**config.mk**
```make
export PLATFORM = sky130hd
export DESIGN_NAME = carrera_ctrl
export DESIGN_NICKNAME = d
export VERILOG_FILES = /design/src/rtl/carrera_ctrl.sv
export SDC_FILE = /design/constraint.sdc
export NUM_CORES = 1
export LEC_CHECK = 0
export ABC_AREA = 1
export CORE_MARGIN = 3
export CORE_UTILIZATION = 54
export DETAILED_ROUTE_END_ITERATION = 10
export GPL_TIMING_DRIVEN = 0
export PLACE_DENSITY_LB_ADDON = 0.1
export SLEW_MARGIN = 20
export SYNTH_ARGS = -nofsm -noshare
export SYNTH_HDL_FRONTEND = slang
export SYNTH_SLANG_ARGS = --single-unit
```
**constraint.sdc**
```tcl
create_clock -name clk -period 2.1 [get_ports clk]
set_input_delay 0.42 -clock clk [delete_from_list [all_inputs] [get_ports clk]]
set_output_delay 0.42 -clock clk [all_outputs]
set_load 0.05 [all_outputs]
```
**src/rtl/carrera_ctrl.sv**
```systemverilog
// Lap-timing race controller: synchronises the line sensor, sequences the race
// and latches cumulative split times from an external stopwatch.
module carrera_ctrl #(
  parameter int CLK_FREQ       = 25_000_000,
  parameter int NUM_LAPS       = 3,
  parameter int LOCKOUT_CYCLES = CLK_FREQ / 2
) (
  input  logic       clk,
  input  logic       reset,
  input  logic       btn_arm,
  input  logic       btn_clear,
  input  logic       sensor_raw,
  input  logic [3:0] minutos,
  input  logic [5:0] segundos,
  input  logic [6:0] centesimas,
  output logic       timer_reset,
  output logic       timer_enable,
  output logic [1:0] state,
  output logic [2:0] lap_count,
  output logic [3:0] split_min,
  output logic [5:0] split_sec,
  output logic [6:0] split_cent,
  output logic       split_valid,
  output logic       dnf
);

  localparam int LW = (LOCKOUT_CYCLES < 2) ? 1 : $clog2(LOCKOUT_CYCLES + 1);
  localparam logic [LW-1:0] LOCK_LOAD = LW'(LOCKOUT_CYCLES);
  localparam logic [2:0]    LAPS_MAX  = 3'(NUM_LAPS);

  typedef enum logic [1:0] {
    IDLE     = 2'd0,
    ARMED    = 2'd1,
    RUNNING  = 2'd2,
    FINISHED = 2'd3
  } state_t;

  state_t        st;
  logic          sync1, sync2, hist, evt;
  logic [LW-1:0] lockout;
  logic          lockout_zero;
  logic          timeout_hit;

  assign state        = st;
  assign lockout_zero = (lockout == '0);
  assign timeout_hit  = (minutos == 4'd9) && (segundos == 6'd59) && (centesimas == 7'd99);

  // History runs in every state so a sensor already high on arming never looks like a fresh rise.
  always_ff @(posedge clk or posedge reset) begin
    if (reset) begin
      sync1 <= 1'b0;
      sync2 <= 1'b0;
      hist  <= 1'b0;
      evt   <= 1'b0;
    end else begin
      sync1 <= sensor_raw;
      sync2 <= sync1;
      hist  <= sync2;
      evt   <= sync2 & ~hist;
    end
  end

  always_ff @(posedge clk or posedge reset) begin
    if (reset) begin
      st           <= IDLE;
      timer_reset  <= 1'b1;
      timer_enable <= 1'b0;
      lap_count    <= 3'd0;
      split_min    <= 4'd0;
      split_sec    <= 6'd0;
      split_cent   <= 7'd0;
      split_valid  <= 1'b0;
      dnf          <= 1'b0;
      lockout      <= '0;
    end else begin
      split_valid <= 1'b0;
      if (btn_clear) begin
        st           <= IDLE;
        timer_reset  <= 1'b1;
        timer_enable <= 1'b0;
        lap_count    <= 3'd0;
        split_min    <= 4'd0;
        split_sec    <= 6'd0;
        split_cent   <= 7'd0;
        dnf          <= 1'b0;
        lockout      <= '0;
      end else begin
        case (st)
          IDLE: begin
            timer_reset  <= 1'b1;
            timer_enable <= 1'b0;
            if (btn_arm) begin
              st <= ARMED;
            end
          end
          ARMED: begin
            if (evt) begin
              st           <= RUNNING;
              lockout      <= LOCK_LOAD;
              timer_reset  <= 1'b0;
              timer_enable <= 1'b1;
            end
          end
          RUNNING: begin
            // A lap takes precedence over a simultaneous timeout.
            if (evt && lockout_zero) begin
              split_min   <= minutos;
              split_sec   <= segundos;
              split_cent  <= centesimas;
              split_valid <= 1'b1;
              lap_count   <= lap_count + 3'd1;
              lockout     <= LOCK_LOAD;
              if ((lap_count + 3'd1) == LAPS_MAX) begin
                st           <= FINISHED;
                timer_enable <= 1'b0;
              end
            end else begin
              if (!lockout_zero) begin
                lockout <= lockout - LW'(1);
              end
              if (timeout_hit) begin
                st           <= FINISHED;
                dnf          <= 1'b1;
                timer_enable <= 1'b0;
              end
            end
          end
          FINISHED: begin
            timer_reset  <= 1'b0;
            timer_enable <= 1'b0;
          end
          default: begin
            st           <= IDLE;
            timer_reset  <= 1'b1;
            timer_enable <= 1'b0;
          end
        endcase
      end
    end
  end

endmodule

```
==> results list <==
* Max-capacitance violation count: 0
- During I/O placement, the number of pins put on the boundary was 48.
- Clock-pin slew was measured on the worst setup and hold paths at about 100 ps.
- Of all cell types, the one taking the most synthesized area is sky130_fd_sc_hd__dfrtp_1.
* Dominant delay contributor by cell family on the critical path: buffers and inverters
- The number of slew-limit violations in the final report is 0.
- Of the post-synthesis cell area, the dominant cell type holds 41.7%.
- After synthesis, the mean cell area works out to 7.50 sq um.
* Average vias per placed instance: just over 5
- Ranked by total cell area, the synthesized netlist is headed by sky130_fd_sc_hd__dfrtp_1, sky130_fd_sc_hd__nand2_1, sky130_fd_sc_hd__nor2_1, sky130_fd_sc_hd__inv_1, sky130_fd_sc_hd__ha_1.
* Pwr/cell area: approximately 1200 mW/mm^2
- Detailed placement finished with a half-perimeter wire length of ~5300 um.
- Global routing usage summed across all routing layers: between 20 and 25%
- The largest individual stage delay along the critical path comes from the cell sky130_fd_sc_hd__clkdlybuf4s50_1.
* Setup repair after global routing missed its margin: no
* Number of hold buffers added after cts: 0
- In this run the core area contains 27 standard-cell rows.
- Capture point of the worst reg-to-reg path: dnf$_DFFE_PP0P_
- Status: completed
- Setup violations remaining at the end of the flow were counted as 0.
- Cell types with the highest counts after synthesis: sky130_fd_sc_hd__nand2_1, sky130_fd_sc_hd__nor2_1, sky130_fd_sc_hd__dfrtp_1
- Internal Dissipation: 0.00251 W
- In this run the number of cells on the critical path is 1.
* Final ANT Viol Nets: 0
* Kind of path behind the tightest hold check: reg2reg
- Counting every net in the synthesized netlist gives 455.
* Via total after detailed routing: between 2000 and 3000
- Vias in the first global route: around 2700
- The first global-routing pass estimated 12100 um of wire.
* CTS sink count: 54
* Number of synthesized register bits: between 50 and 60
- The most critical setup path has its startpoint at state[0]$_DFFE_PP0P_.
- Kind of end point of the critical path: output pin
- Effective utilization at floorplan: a little under three fifths
* FFs w/ async S/R, synth: 100%
- The clock arrives with roughly 6 ps of skew.
* Static leakage power: between 1.5 and 2 nW
- Relative contribution of combinational cells to total power: a little under half
* Clock network power share: a little under a fifth
- Min Tclk post-route: 2030 ps
* Standard cell core area: around 0.0056 sq mm
- The synthesized netlist occupies a cell area of 0.00318 sq mm.
* Chain of cells forming the critical path: clkdlybuf4s50_1
* Die ar.: 0.00684 sq mm
* Inserted Clock Buffers: 5
* P&R area growth vs syn: 21.9%
* Buffers added on ports: 46
- Of the available clock period, the critical path in the final layout requires between 90% and 100%.
* Remaining Overflow, GRT: 0
* Routed len/inst: 13.1 um
- Cells with a size suffix above 1 make up around a tenth of the layout.
- Per report_power, the sequential group accounts for 33.3% of the total.
- Maximum number of buffers from clock root to sink: 2
- Sw frac: ~44%
- Setup ws final: ~73 ps
- After detailed routing, the total wire length is between 7000 and 8000 um.
* DRC viols: 0
* R2R depth: 8
- Worst-case setup slack after placement: -61.1 ps
* Reg2reg start: lockout[0]$_DFFE_PP0P_
- The analysis attributes to net switching a power of approximately 0.0020 W.
* Top_reg_cell synth: sky130_fd_sc_hd__dfrtp_1
- The worst setup path is launched from a flop.
- For this run, the detailed router's first-pass iteration total came to 4.
- Die Height: between 80 and 90 um
- Maximum number of pins on one net before global-route repair: 55
- The setup path with the least slack is of type reg2out.
- Critical Path Sink: state[0]
- Maximum achievable frequency: 493 MHz
* Arrival time at the worst endpoint: roughly 1600 ps
* Root buffer selected by CTS: sky130_fd_sc_hd__clkbuf_8
* Count of unique library cells instantiated by Yosys: 38
* Max IR drop VDD: 0.729 mV
- CTS HTree Levels: 2
- Worst path max stage delay: approximately 840 ps
- For this run, the post-layout net count is a little over 500.
- Number of antenna violations at the first check in global routing: 0
- Counting both buffers and inverters, the worst setup path holds a total of 1.
* Final TNS setup: 0 ps
- The congestion estimate from routability-driven global placement came to 0.836.
- Number of instances in the synthesized netlist: ~420
- Diodes inserted: 0
- The worst pin sits at a relative slew slack of a little under three fifths.
- Clock latency on the worst-skew pair: approximately 300 ps
* Count of flip-flops with a built-in enable after synthesis: 0
- Along the worst path, the maximum fanout reaches 6.
- Dominant cell by count in the synthesized netlist: sky130_fd_sc_hd__nand2_1
* Final-report hold violation count: 0
- Flop-to-flop setup slack: ~230 ps
* Worst path required time: roughly 1700 ps
- First-iteration detailed-routing DRC count: around 110
- Die X-Extent: about 83 um
* Worst slew pin tran: approximately 650 ps
- Warning count from the yosys run: 0
- Clock tree from TritonCTS: built
* Sequential cell area fraction in the yosys report: between 40% and 50%
-- cell usage in the layout, fill, tap and decap left out, types with 4 or more instances in the layout --
| cell | instances |
|---|---|
| sky130_fd_sc_hd__dfrtp_1 | 53 |
| sky130_fd_sc_hd__nand2_1 | 123 |
| sky130_fd_sc_hd__nand2_2 | 4 |
| sky130_fd_sc_hd__xor2_1 | 7 |
| sky130_fd_sc_hd__clkdlybuf4s50_1 | 45 |
| sky130_fd_sc_hd__nor2_1 | 57 |
| sky130_fd_sc_hd__clkbuf_8 | 6 |
| sky130_fd_sc_hd__buf_6 | 4 |
| sky130_fd_sc_hd__inv_2 | 8 |
| sky130_fd_sc_hd__inv_1 | 43 |
| sky130_fd_sc_hd__nor3_1 | 6 |
| sky130_fd_sc_hd__nand4_1 | 7 |
| sky130_fd_sc_hd__a21oi_1 | 6 |
| sky130_fd_sc_hd__o21ai_0 | 14 |
| sky130_fd_sc_hd__nand3_1 | 21 |
| sky130_fd_sc_hd__buf_2 | 5 |
| sky130_fd_sc_hd__nor2_2 | 8 |
| sky130_fd_sc_hd__o21ai_1 | 20 |
| sky130_fd_sc_hd__ha_1 | 9 |
-- final cells by class --
type                       instances  area [sq um]
buffer                            11          85.1
clock buffer                       6          82.6
clock inverter                     2          60.1
fill                             491          1730
inverter                          52           198
multi-input combinational        306          1550
sequential                        54          1350
tap                               72          90.1
timing repair buffer              46           463
-- sequential cells by signal, summed over array words and instances (netlist names), 2 cells and up --
name and count:
lap_count 3, lockout 24, split_cent 7, split_min 4, split_sec 6, state 2
-- timing repair --
item	4_1_cts	5_1_grt
pin swaps	0	0
buffers inserted	0	0
resized for setup	0	2
endpoints found under the setup margin	2	3
-- how the worst min path moves through the flow --
stage / startpoint / depth (start not counted) / end / slack (ps)
final: sync1$_DFF_PP0_ / 0 / sync2$_DFF_PP0_ / 360
after global routing: sync1$_DFF_PP0_ / 0 / sync2$_DFF_PP0_ / 370
after CTS: sync1$_DFF_PP0_ / 0 / sync2$_DFF_PP0_ / 360
after detailed placement: sync1$_DFF_PP0_ / 0 / sync2$_DFF_PP0_ / 340
after global placement: sync1$_DFF_PP0_ / 0 / sync2$_DFF_PP0_ / 340
after floorplan: sync1$_DFF_PP0_ / 0 / sync2$_DFF_PP0_ / 330
-- power groups by stage --
stage / Combinational [W] / Clock [W] / Sequential (W)
after floorplan: 0.00159 / 0 / 0.00156
after global placement: 0.00208 / 0 / 0.00150
after global routing: 0.00245 / 0.000900 / 0.00153
after detailed placement: 0.00214 / 0 / 0.00151
final: 0.00215 / 0.000847 / 0.00150
after CTS: 0.00215 / 0.000857 / 0.00149
-- through the flow --
stage	area, sq um	hold WS (ps)	total power, W	cells	util (%)
4_1_cts	3870	358	0.00449	549	69.0
6_report	3880	356	0.00449	549	69.1
3_3_place_gp	3730	336	0.00358	542	66.5
3_5_place_dp	3730	336	0.00364	542	66.6
5_1_grt	3880	369	0.00487	549	69.1
2_1_floorplan	3180	331	0.00315	424	-
-- routing by layer --
metal  routed length (um)  vias to the layer above  global-route usage [%]
met1                 3200                     1328                    28.0
met2                 3530                       59                    40.6
li1                     -                     1441                       -
met3                  397                        6                    5.64
met5                    0                        -                       0
met4                   48                        0                    3.92
-- cells by family (layout without fill, tap and decap cells) --
family	Yosys count	after routing	synth area share (%)
xor gates and xnor gates	10	10	2.76
DFF	54	54	42.5
buffers and inverters	64	117	8.85
adders and majority gates	9	9	3.54
AOI/OAI and AO/OA	46	46	7.87
and+or+nand+nor	241	241	34.4
No activity file was read; power rests on OpenSTA's default activity.
